## config.mk

```make
export PLATFORM = sky130hd
export DESIGN_NAME = fetch_sequencer
export DESIGN_NICKNAME = d
export VERILOG_FILES = /design/src/rtl/fetch_sequencer.sv
export SDC_FILE = /design/constraint.sdc
export NUM_CORES = 1
export LEC_CHECK = 0
export ABC_CLOCK_PERIOD_IN_PS = 3500
export CAP_MARGIN = 5
export CORE_MARGIN = 4
export CORE_UTILIZATION = 35
export CTS_CLUSTER_SIZE = 8
export DETAILED_ROUTE_END_ITERATION = 8
export PLACE_DENSITY = 0.67
export SETUP_SLACK_MARGIN = 0.15
export SLEW_MARGIN = 20
export SYNTH_ARGS = -nofsm -noshare
export SYNTH_HDL_FRONTEND = slang
export SYNTH_SLANG_ARGS = --single-unit
```

## constraint.sdc

```tcl
create_clock -name clk -period 3.5 [get_ports clk]
set_clock_uncertainty 0.15 [all_clocks]
set_input_delay 0.525 -clock clk [delete_from_list [all_inputs] [get_ports clk]]
set_output_delay 0.525 -clock clk [all_outputs]
set_load 0.05 [all_outputs]
```

## src/rtl/fetch_sequencer.sv

```systemverilog
// Instruction-side controller for the 8-bit core: fetch handshake, instruction
// latch, R-type write-back decode, branch-offset PC update and retire counter.
module fetch_sequencer #(
   parameter int DW       = 8,
   parameter int IW       = 8,
   parameter int PW       = 8,
   parameter int RESET_PC = 0
) (
   input  logic          clk,
   input  logic          rst_n,
   input  logic          run,
   output logic          imem_req,
   output logic [PW-1:0] imem_addr,
   input  logic          imem_ready,
   input  logic [IW-1:0] imem_rdata,
   output logic [IW-1:0] instr,
   input  logic [DW-1:0] alu_out,
   output logic          rf_we,
   output logic [1:0]    rf_waddr,
   output logic [DW-1:0] rf_wdata,
   output logic [PW-1:0] pc,
   output logic          retire,
   output logic [15:0]   icount,
   output logic [1:0]    state_dbg
);

   typedef enum logic [1:0] {
      IDLE  = 2'd0,
      FETCH = 2'd1,
      EXEC  = 2'd2
   } state_t;

   state_t state;

   // Fetch handshake: imem_req is the valid and stays high with imem_addr
   // stable until the cycle imem_ready is seen high; that cycle transfers
   // imem_rdata. imem_ready/imem_rdata are ignored whenever imem_req is low.
   always_ff @(posedge clk or negedge rst_n) begin
      if (!rst_n) begin
         state  <= IDLE;
         pc     <= PW'(RESET_PC);
         instr  <= '0;
         icount <= '0;
      end else begin
         case (state)
            IDLE: begin
               if (run) state <= FETCH;
            end
            FETCH: begin
               if (imem_ready) begin
                  instr <= imem_rdata;
                  state <= EXEC;
               end
            end
            EXEC: begin
               // Branch offset is unsigned; wrap-around provides backward reach.
               if (instr[0]) pc <= pc + alu_out[PW-1:0];
               else          pc <= pc + 1'b1;
               icount <= icount + 16'd1;
               state  <= run ? FETCH : IDLE;
            end
            default: state <= IDLE;
         endcase
      end
   end

   assign imem_req  = (state == FETCH);
   assign imem_addr = pc;
   assign retire    = (state == EXEC);
   assign rf_we     = (state == EXEC) && !instr[0];
   assign rf_waddr  = instr[5:4];
   assign rf_wdata  = alu_out;
   assign state_dbg = state;

endmodule
```

Yosys cells after proc, flatten, opt, wreduce, memory -nomap -nowiden
Index checks and enable logic that the tools add are counted.

Word-level logic and storage cells: 21. Register bits: 34. Memories: 0. Output and inout bits: 55. Memory bits (read-only): 0. Latch bits: 0. Memory bits (writable): 0. Input port bits: 20.

Reduce and logical (&&, ||, !) cells: 5. Equality and inequality tests: 4. Shift-type cells: 0. Multiplexer cells: 5. $mul: 0. Add/subtract/negate cells: 3. Bitwise gates (word level): 0. Order comparisons: 0. Div/mod/pow operators: 0.

Operators with widths (number): $add A16 B1 Y16 const B (1); $add A8 B1 Y8 const B (1); $add A8 B8 Y8 (1); $mux W8 (1); $pmux W2 S3 (1); $mux W2 (2); $reduce_and A2 Y1 (2); $eq A2 B1 Y1 const B (1); $eq A2 B2 Y1 const B (1); $logic_not A2 Y1 (1); $ne A2 B1 Y1 const B (1); $ne A2 B2 Y1 const B (1); $logic_and A1 B1 Y1 (1); $logic_not A1 Y1 (1); $mux W1 (1).

Depth between registers and ports, before layout
Gate-level depths: netlist of the first run.

Depth in word-level cells: 3. Depth in mapped cells: 10. Gate-level depth less buffers: 9.

Least setup slack after synthesis of the first run
Ideal clock, no wire load.

Kind: register to output. Start point: register state[0], in the netlist state_dbg[0]. End point: output rf_we. Required time: 2825 ps. Data arrival time: 1813 ps. Cell stages (with the launch flop): 5. Slack: 1012 ps. Buffers on the path: 2. Path through: dfrtp_1 > nand2b_1 > buf_6 > clkbuf_1 > nor2_1.

Longest elaborated chain between the ends: 2.

RTL lines: start, declared (RTL line 33) `state_t state;`; start signal, assigned (RTL line 60) `state <= run ? FETCH : IDLE;`; $eq A2 B2 Y1 (RTL line 70) `assign rf_we = (state == EXEC) && !instr[0];`; $logic_and A1 B1 Y1 (RTL line 70); end, declared (RTL line 18) `output logic rf_we,`.

Every way passes these cells.

Worst setup path after layout of the first run
Start point: register state[0], in the netlist state_dbg[0]. End point: output retire.

Longest elaborated chain between the ends: 1.

RTL lines: $eq A2 B2 Y1 (RTL line 69) `assign retire = (state == EXEC);`; end, declared (RTL line 22) `output logic retire,`.

Every way passes these cells.

==> results.py, run 1 <==
metrics = {
    "status": {
        "status": "finished clean",
    },
    "setup_path": {
        "worstSetupPathType": "register to output pin",
        "crit_slowest_cell": "clkdlybuf4s50_1",
        "end_kind": "output pin",
        "worstPathMaxFanout": 8,
        "cpPeakStageDelay_ns": 0.82,
        "worst-endpoint-arrival_ns": 2.01,
        "startpoint": "state_dbg[0]$_DFFE_PN0P_",
        "crit_chain": "nand2b_1 > inv_4 > clkdlybuf4s50_1",
        "crit_required_ns": 2.82,
        "start_kind": "register",
        "r2r_start": "instr[0]$_DFFE_PN0P_",
    },
    "run": {
        "drv_cap": 0,
    },
    "logic_synthesis": {
        "yosys_warnings": 0,
        "synthDistinctLibCells": 34,
        "netlist_area_sq_um": 1850,
        "syn_area_per_cell_sq_um": 10.6,
        "synth_top_cell_by_area": "dfrtp_1",
        "synth-edff-count": 0,
        "syn_nets": 204,
        "synth_most_common_cell": "dfrtp_1",
        "synth_seq_cells": 34,
        "synth.area.top_cells": "dfrtp_1 46%, buf_4 7.3%, xnor2_1 5.7%",
        "yosysSeqAreaShare_pct": 46.0,
        "synth_cells": 175,
        "synth_top_flop_cell": "dfrtp_1",
        "synth_common_cells": "34 x dfrtp_1, 19 x nand2_1, 18 x buf_4",
        "ys_async_sr_fraction_pct": 100,
        "synth_top_area_share_pct": 46.0,
    },
    "clocking": {
        "numCtsBuffers": 5,
        "cts.sinks": 34,
        "worst_skew_pair.late_latency_ns": 0.28,
        "postCtsSetupBuffers": 0,
        "root_buffer": "clkbuf_8",
        "htreeDepth": 2,
        "cts_hold_buffers": 0,
        "cts_resized": 0,
        "cts_tree": "yes",
        "clk_path_buf_depth": 2,
        "cts.clk_slew.worst_paths_ns": 0.07,
    },
    "detailed_routing": {
        "dr.first_iter.drc_count": 35,
        "vias": 1393,
        "dr.pass1.iters": 4,
        "via_per_inst": 4.54,
        "finalWirelength_um": 4000,
        "ant_nets": 0,
        "drcViolationCount": 0,
        "wl_per_cell_um": 13.0,
    },
    "sta": {
        "max_slew_margin_pct": 65.8,
        "holdWs_ns": 0.317,
        "worstMarginPinSlew_ns": 0.511,
        "slew_violations": 0,
        "hold_viol": 0,
        "fin_crit_ns": 2.68,
        "final-setup-viol-count": 0,
        "max_freq_ghz": 0.373,
        "fin_setup_tns_ns": 0,
        "min_period_over_period_pct": 76.6,
        "rsz0062_at_grt": "no",
        "setup_slack_ns": 0.819,
    },
    "floorplanning": {
        "chipHeight_um": 80.7,
        "start_util_pct": 36.2,
        "ios": 75,
        "dieArea_sq_um": 6510,
        "coreArea_sq_um": 5110,
        "fp-row-count": 26,
        "dieWidth_um": 80.7,
    },
    "worst_hold_path": {
        "min_from": "icount[15]$_DFFE_PN0N_",
        "hold_path_class": "register to register",
    },
    "grt": {
        "grt_use_total_pct": 12.9,
        "grt_pass1_vias": 1419,
        "grt_max_degree": 35,
        "grt_pass1_wl_um": 6490,
        "grt.overflow.total": 0,
        "antenna_found_initial": 0,
    },
    "placement": {
        "dp_hpwl_um": 3020,
        "placement.io_buffers": 74,
        "gp_congestion": 0.796,
        "pre_cts_ws_ns": 0.691,
    },
    "layout": {
        "diodes": 0,
        "nets": 266,
        "area_growth_pct": 41.4,
        "drive_above_1_share_pct": 10.1,
        "fill_cells": 481,
    },
    "pwr": {
        "p_leak_nw": 1.14,
        "clkPwrFrac_pct": 12.6,
        "p_int_w": 0.00107,
        "power_switching_w": 0.00107,
        "peakVddDrop_v": 0.000412,
        "power.density_nw_per_um2": 815,
        "switching_share_pct": 49.9,
        "power_frac_seq_pct": 28.2,
        "comb_power_share_pct": 59.2,
    },
}
## per-layer routing
metal / vias up / GRT usage, % / routed length (um)
li1: 697 / - / -
met1: 638 / 17.2 / 1880
met2: 52 / 19.2 / 1730
met3: 6 / 5.16 / 335
met4: 0 / 4.05 / 46
met5: - / 0 / 0
## placed cells by master (no fill, tap or decap), types with 3 or more instances in the layout
| cell | count |
|---|---|
| clkdlybuf4s50_1 | 74 |
| dfrtp_1 | 34 |
| nand2_1 | 19 |
| xnor2_1 | 12 |
| mux2_2 | 9 |
| o21ai_0 | 9 |
| ha_1 | 8 |
| nor2_1 | 7 |
| xor2_1 | 7 |
| and2_1 | 6 |
| inv_1 | 5 |
| nand3_1 | 5 |
| clkbuf_8 | 5 |
| a21oi_1 | 4 |
| a21o_1 | 3 |
| nand4_1 | 3 |
## through the flow
stage               area [sq um]  util, %  total power, W  std cells
finish                      2620     51.2         0.00213        307
global route                2620     51.2         0.00225        307
CTS                         2620     51.2         0.00216        307
detailed placement          2540     49.7         0.00187        300
global placement            2540     49.7         0.00187        300
floorplan                   1850        -         0.00153        175
## final cells by class
class	count	area [sq um]	share of cell area, %
Sequential cell	34	851	32.5
Multi-Input combinational cell	114	820	31.3
Timing Repair Buffer	76	756	28.9
Tap cell	70	87.6	3.35
Clock buffer	5	68.8	2.63
Inverter	6	25.0	0.956
Clock inverter	2	10.0	0.382
## path summary, 6_finish.rpt
check | endpoint | slack [ns] | depth (start not counted)
max reg2reg | imem_addr[7]$_DFFE_PN0N_ | 1.17 | 8
min | icount[15]$_DFFE_PN0N_ | 0.32 | 1
max in group asynchronous | icount[12]$_DFFE_PN0N_ | 2.39 | 2
max | retire | 0.82 | 3
min in group asynchronous | imem_addr[4]$_DFFE_PN0N_ | 0.50 | 2
min reg2reg | icount[15]$_DFFE_PN0N_ | 0.32 | 1
## flip-flops by register name, indices dropped and copies added (netlist names)
| register | cells |
|---|---|
| state_dbg | 2 |
| icount | 16 |
| instr | 8 |
| imem_addr | 8 |
## kinds of logic (layout without fill, tap and decap cells)
logic type               after synthesis  count (layout)  synth area share (%)
XOR/XNOR                              19              19                  8.99
AND/OR/NAND/NOR                       55              55                  15.8
adder cells (fa/ha/maj)                9               9                  6.49
buffers and inverters                 27              89                  9.74
AO/OA/AOI/OAI                         22              22                  7.57
multiplexers                           9               9                  5.48
flip-flops                            34              34                  46.0
## power by group through the flow
| stage | combinational (W) | clock [W] | sequential [W] |
|---|---|---|---|
| after floorplan | 0.000615 | 0 | 0.000917 |
| after global placement | 0.00126 | 0 | 0.000604 |
| after detailed placement | 0.00127 | 0 | 0.000607 |
| after CTS | 0.00127 | 0.000284 | 0.000603 |
| after global routing | 0.00134 | 0.000298 | 0.000618 |
| final | 0.00126 | 0.000269 | 0.000601 |
## worst max-delay path, delay by kind of cell (launching register included)
| kind | cells | cell delay, ns |
|---|---|---|
| buffers and inverters | 2 | 1.00 |
| DFF | 1 | 0.41 |
| and+or+nand+nor | 1 | 0.31 |
Note: power is estimated with default switching activity, not from simulation.
==> run 2: changes to the inputs <==
Settings changed: ABC_CLOCK_PERIOD_IN_PS 3500 to 2700.
Clock period 3.5 ns to 2.7 ns, I/O delays scaled along.
==> run 2 against run 1 <==
Net effect:
- critical endpoint is now imem_addr[6]$_DFFE_PN0N_
- combinational power up 32%
- non-clock buffer count increased by 2
- largest power group unchanged
- power is 33% higher
- largest cell class unchanged
- first-iteration DRC count up 54%
- cell count is 0.98% higher
==> results.py, run 2 (synthesis results as in run 1) <==
metrics = {
    "status": {
        "status": "finished clean",
    },
    "layout": {
        "top_register": "icount",
        "drive_above_1_share_pct": 12.1,
        "layout_commonest_cell": "clkdlybuf4s50_1",
        "diodes": 0,
        "largest_register_ffs": 16,
        "fin_cells": 310,
        "nets": 268,
        "final_cell_mix": "72 x clkdlybuf4s50_1, 34 x dfrtp_1, 19 x nand2_1",
        "area_growth_pct": 42.9,
        "fill_cells": 500,
    },
    "detailed_routing": {
        "vias": 1394,
        "drcViolationCount": 0,
        "ant_nets": 0,
        "wl_per_cell_um": 12.8,
        "via_per_inst": 4.50,
        "dr.pass1.iters": 4,
        "finalWirelength_um": 3970,
        "dr.first_iter.drc_count": 54,
    },
    "placement": {
        "dp_hpwl_um": 3070,
        "dp.cells": 302,
        "gp_congestion": 0.823,
        "pre_cts_ws_ns": 0.0551,
        "placement.io_buffers": 74,
    },
    "sta": {
        "final-setup-viol-count": 0,
        "hold_viol": 0,
        "fin_crit_ns": 2.36,
        "slew_violations": 0,
        "min_period_over_period_pct": 87.6,
        "fin_setup_tns_ns": 0,
        "max_freq_ghz": 0.423,
        "worstMarginPinSlew_ns": 0.513,
        "setup_slack_ns": 0.335,
        "max_slew_margin_pct": 65.7,
        "rsz0062_at_grt": "no",
    },
    "setup_path": {
        "crit_required_ns": 2.77,
        "critPathTopFamily": "simple AND/OR/NAND/NOR gates",
        "worstSetupPathType": "input port to register",
        "crit_buf_inv": 2,
        "start_kind": "input port",
        "r2r_start": "instr[0]$_DFFE_PN0P_",
        "end_kind": "register",
        "cpPeakStageDelay_ns": 0.47,
        "worst-endpoint-arrival_ns": 2.44,
        "regToRegEndpoint": "imem_addr[7]$_DFFE_PN0N_",
        "rr_worst_depth": 8,
        "crit_slowest_cell": "clkdlybuf4s50_1",
        "r2r_setup_slack_ns": 0.42,
        "crit_chain": "clkdlybuf4s50_1 > nand2b_1 > ha_1 > inv_1 > fa_1 > nor2b_1 > o31a_2 > o21ai_0 > or3_1 > nand3_1",
        "worstPathMaxFanout": 2,
    },
    "floorplanning": {
        "start_util_pct": 36.2,
        "ios": 75,
        "chipHeight_um": 80.7,
        "dieArea_sq_um": 6510,
        "dieWidth_um": 80.7,
        "coreArea_sq_um": 5110,
        "fp-row-count": 26,
    },
    "grt": {
        "grt_use_total_pct": 13.3,
        "antenna_found_initial": 0,
        "grt.overflow.total": 0,
        "grt_max_degree": 35,
        "grt_pass1_wl_um": 6690,
        "grt_pass1_vias": 1457,
    },
    "clocking": {
        "htreeDepth": 2,
        "worst_skew_pair.late_latency_ns": 0.28,
        "clk_path_buf_depth": 2,
        "postCtsSetupBuffers": 0,
        "cts_hold_buffers": 0,
        "cts.clk_slew.worst_paths_ns": 0.07,
        "cts_resized": 0,
        "numCtsBuffers": 5,
        "cts.sinks": 34,
        "root_buffer": "clkbuf_8",
        "cts_tree": "yes",
    },
    "worst_hold_path": {
        "worstHoldEndpoint": "icount[15]$_DFFE_PN0N_",
        "min_from": "icount[15]$_DFFE_PN0N_",
        "hold_path_class": "register to register",
        "hold_depth": 1,
    },
    "pwr": {
        "peakVddDrop_v": 0.000516,
        "power.density_nw_per_um2": 1070,
        "power.total_w": 0.00283,
        "p_leak_nw": 1.15,
    },
    "run": {
        "drv_cap": 0,
    },
}
[run 2: changes by cell type in the layout (fill, tap and decap cells not counted), sizes merged]
cell,before,now
buf,2,6
clkinvlp,0,1
clkdlybuf4s50,74,72
clkbuf,5,6
clkinv,2,1
[run 2: per-layer routing]
metal	track usage, %	part of all wire (%)
met5	0	0
met4	4.05	1.3
met3	5.38	8.1
met2	21.0	44
met1	16.7	47
[run 2: worst max-delay path by stage]
stage                         startpoint                  endpoint  slack [ns]  cells after the start
global placement              alu_out[0]  imem_addr[6]$_DFFE_PN0N_        0.13                     10
detailed placement            alu_out[0]  imem_addr[6]$_DFFE_PN0N_        0.06                     10
floorplan           instr[0]$_DFFE_PN0P_  imem_addr[7]$_DFFE_PN0N_        0.22                      9
finish                        alu_out[0]  imem_addr[6]$_DFFE_PN0N_        0.34                     10
CTS                           alu_out[0]  imem_addr[6]$_DFFE_PN0N_        0.34                     10
global route                  alu_out[0]  imem_addr[6]$_DFFE_PN0N_        0.20                     10
[run 2: layout make-up]
class	instances	area, sq um	area share (%)
multi-input combinational	114	820	31.0
timing repair buffer	78	766	29.0
clock inverter	2	12.5	0.473
sequential	34	851	32.2
tap	70	87.6	3.31
inverter	6	25.0	0.947
clock buffer	6	82.6	3.12
[run 2: worst register-to-register path, delay by kind of cell, from the launching register on]
kind,cells,cell delay (ns)
flops,1,0.52
compound gates,2,0.45
buf+inv,1,0.09
simple gates,3,0.61
xor+xnor,1,0.11
fa+ha+maj,1,0.24
[run 2: metrics by stage]
step | utilization (%) | hold slack [ns] | cell area [sq um]
final | 51.8 | 0.317 | 2640
after detailed placement | 49.9 | 0.316 | 2550
after CTS | 51.8 | 0.326 | 2640
after floorplan | - | -0.0406 | 1850
after global routing | 51.8 | 0.344 | 2640
after global placement | 49.9 | 0.311 | 2550
[run 2: report_power, final]
group	switching [W]	leakage, nW	total (W)	internal [W]
sequential	0.000141	0.435	0.000774	0.000634
clock	0.000189	0.0472	0.000394	0.000205
combinational	0.00106	0.672	0.00166	0.000598
total	0.00139	1.15	0.00283	0.00144
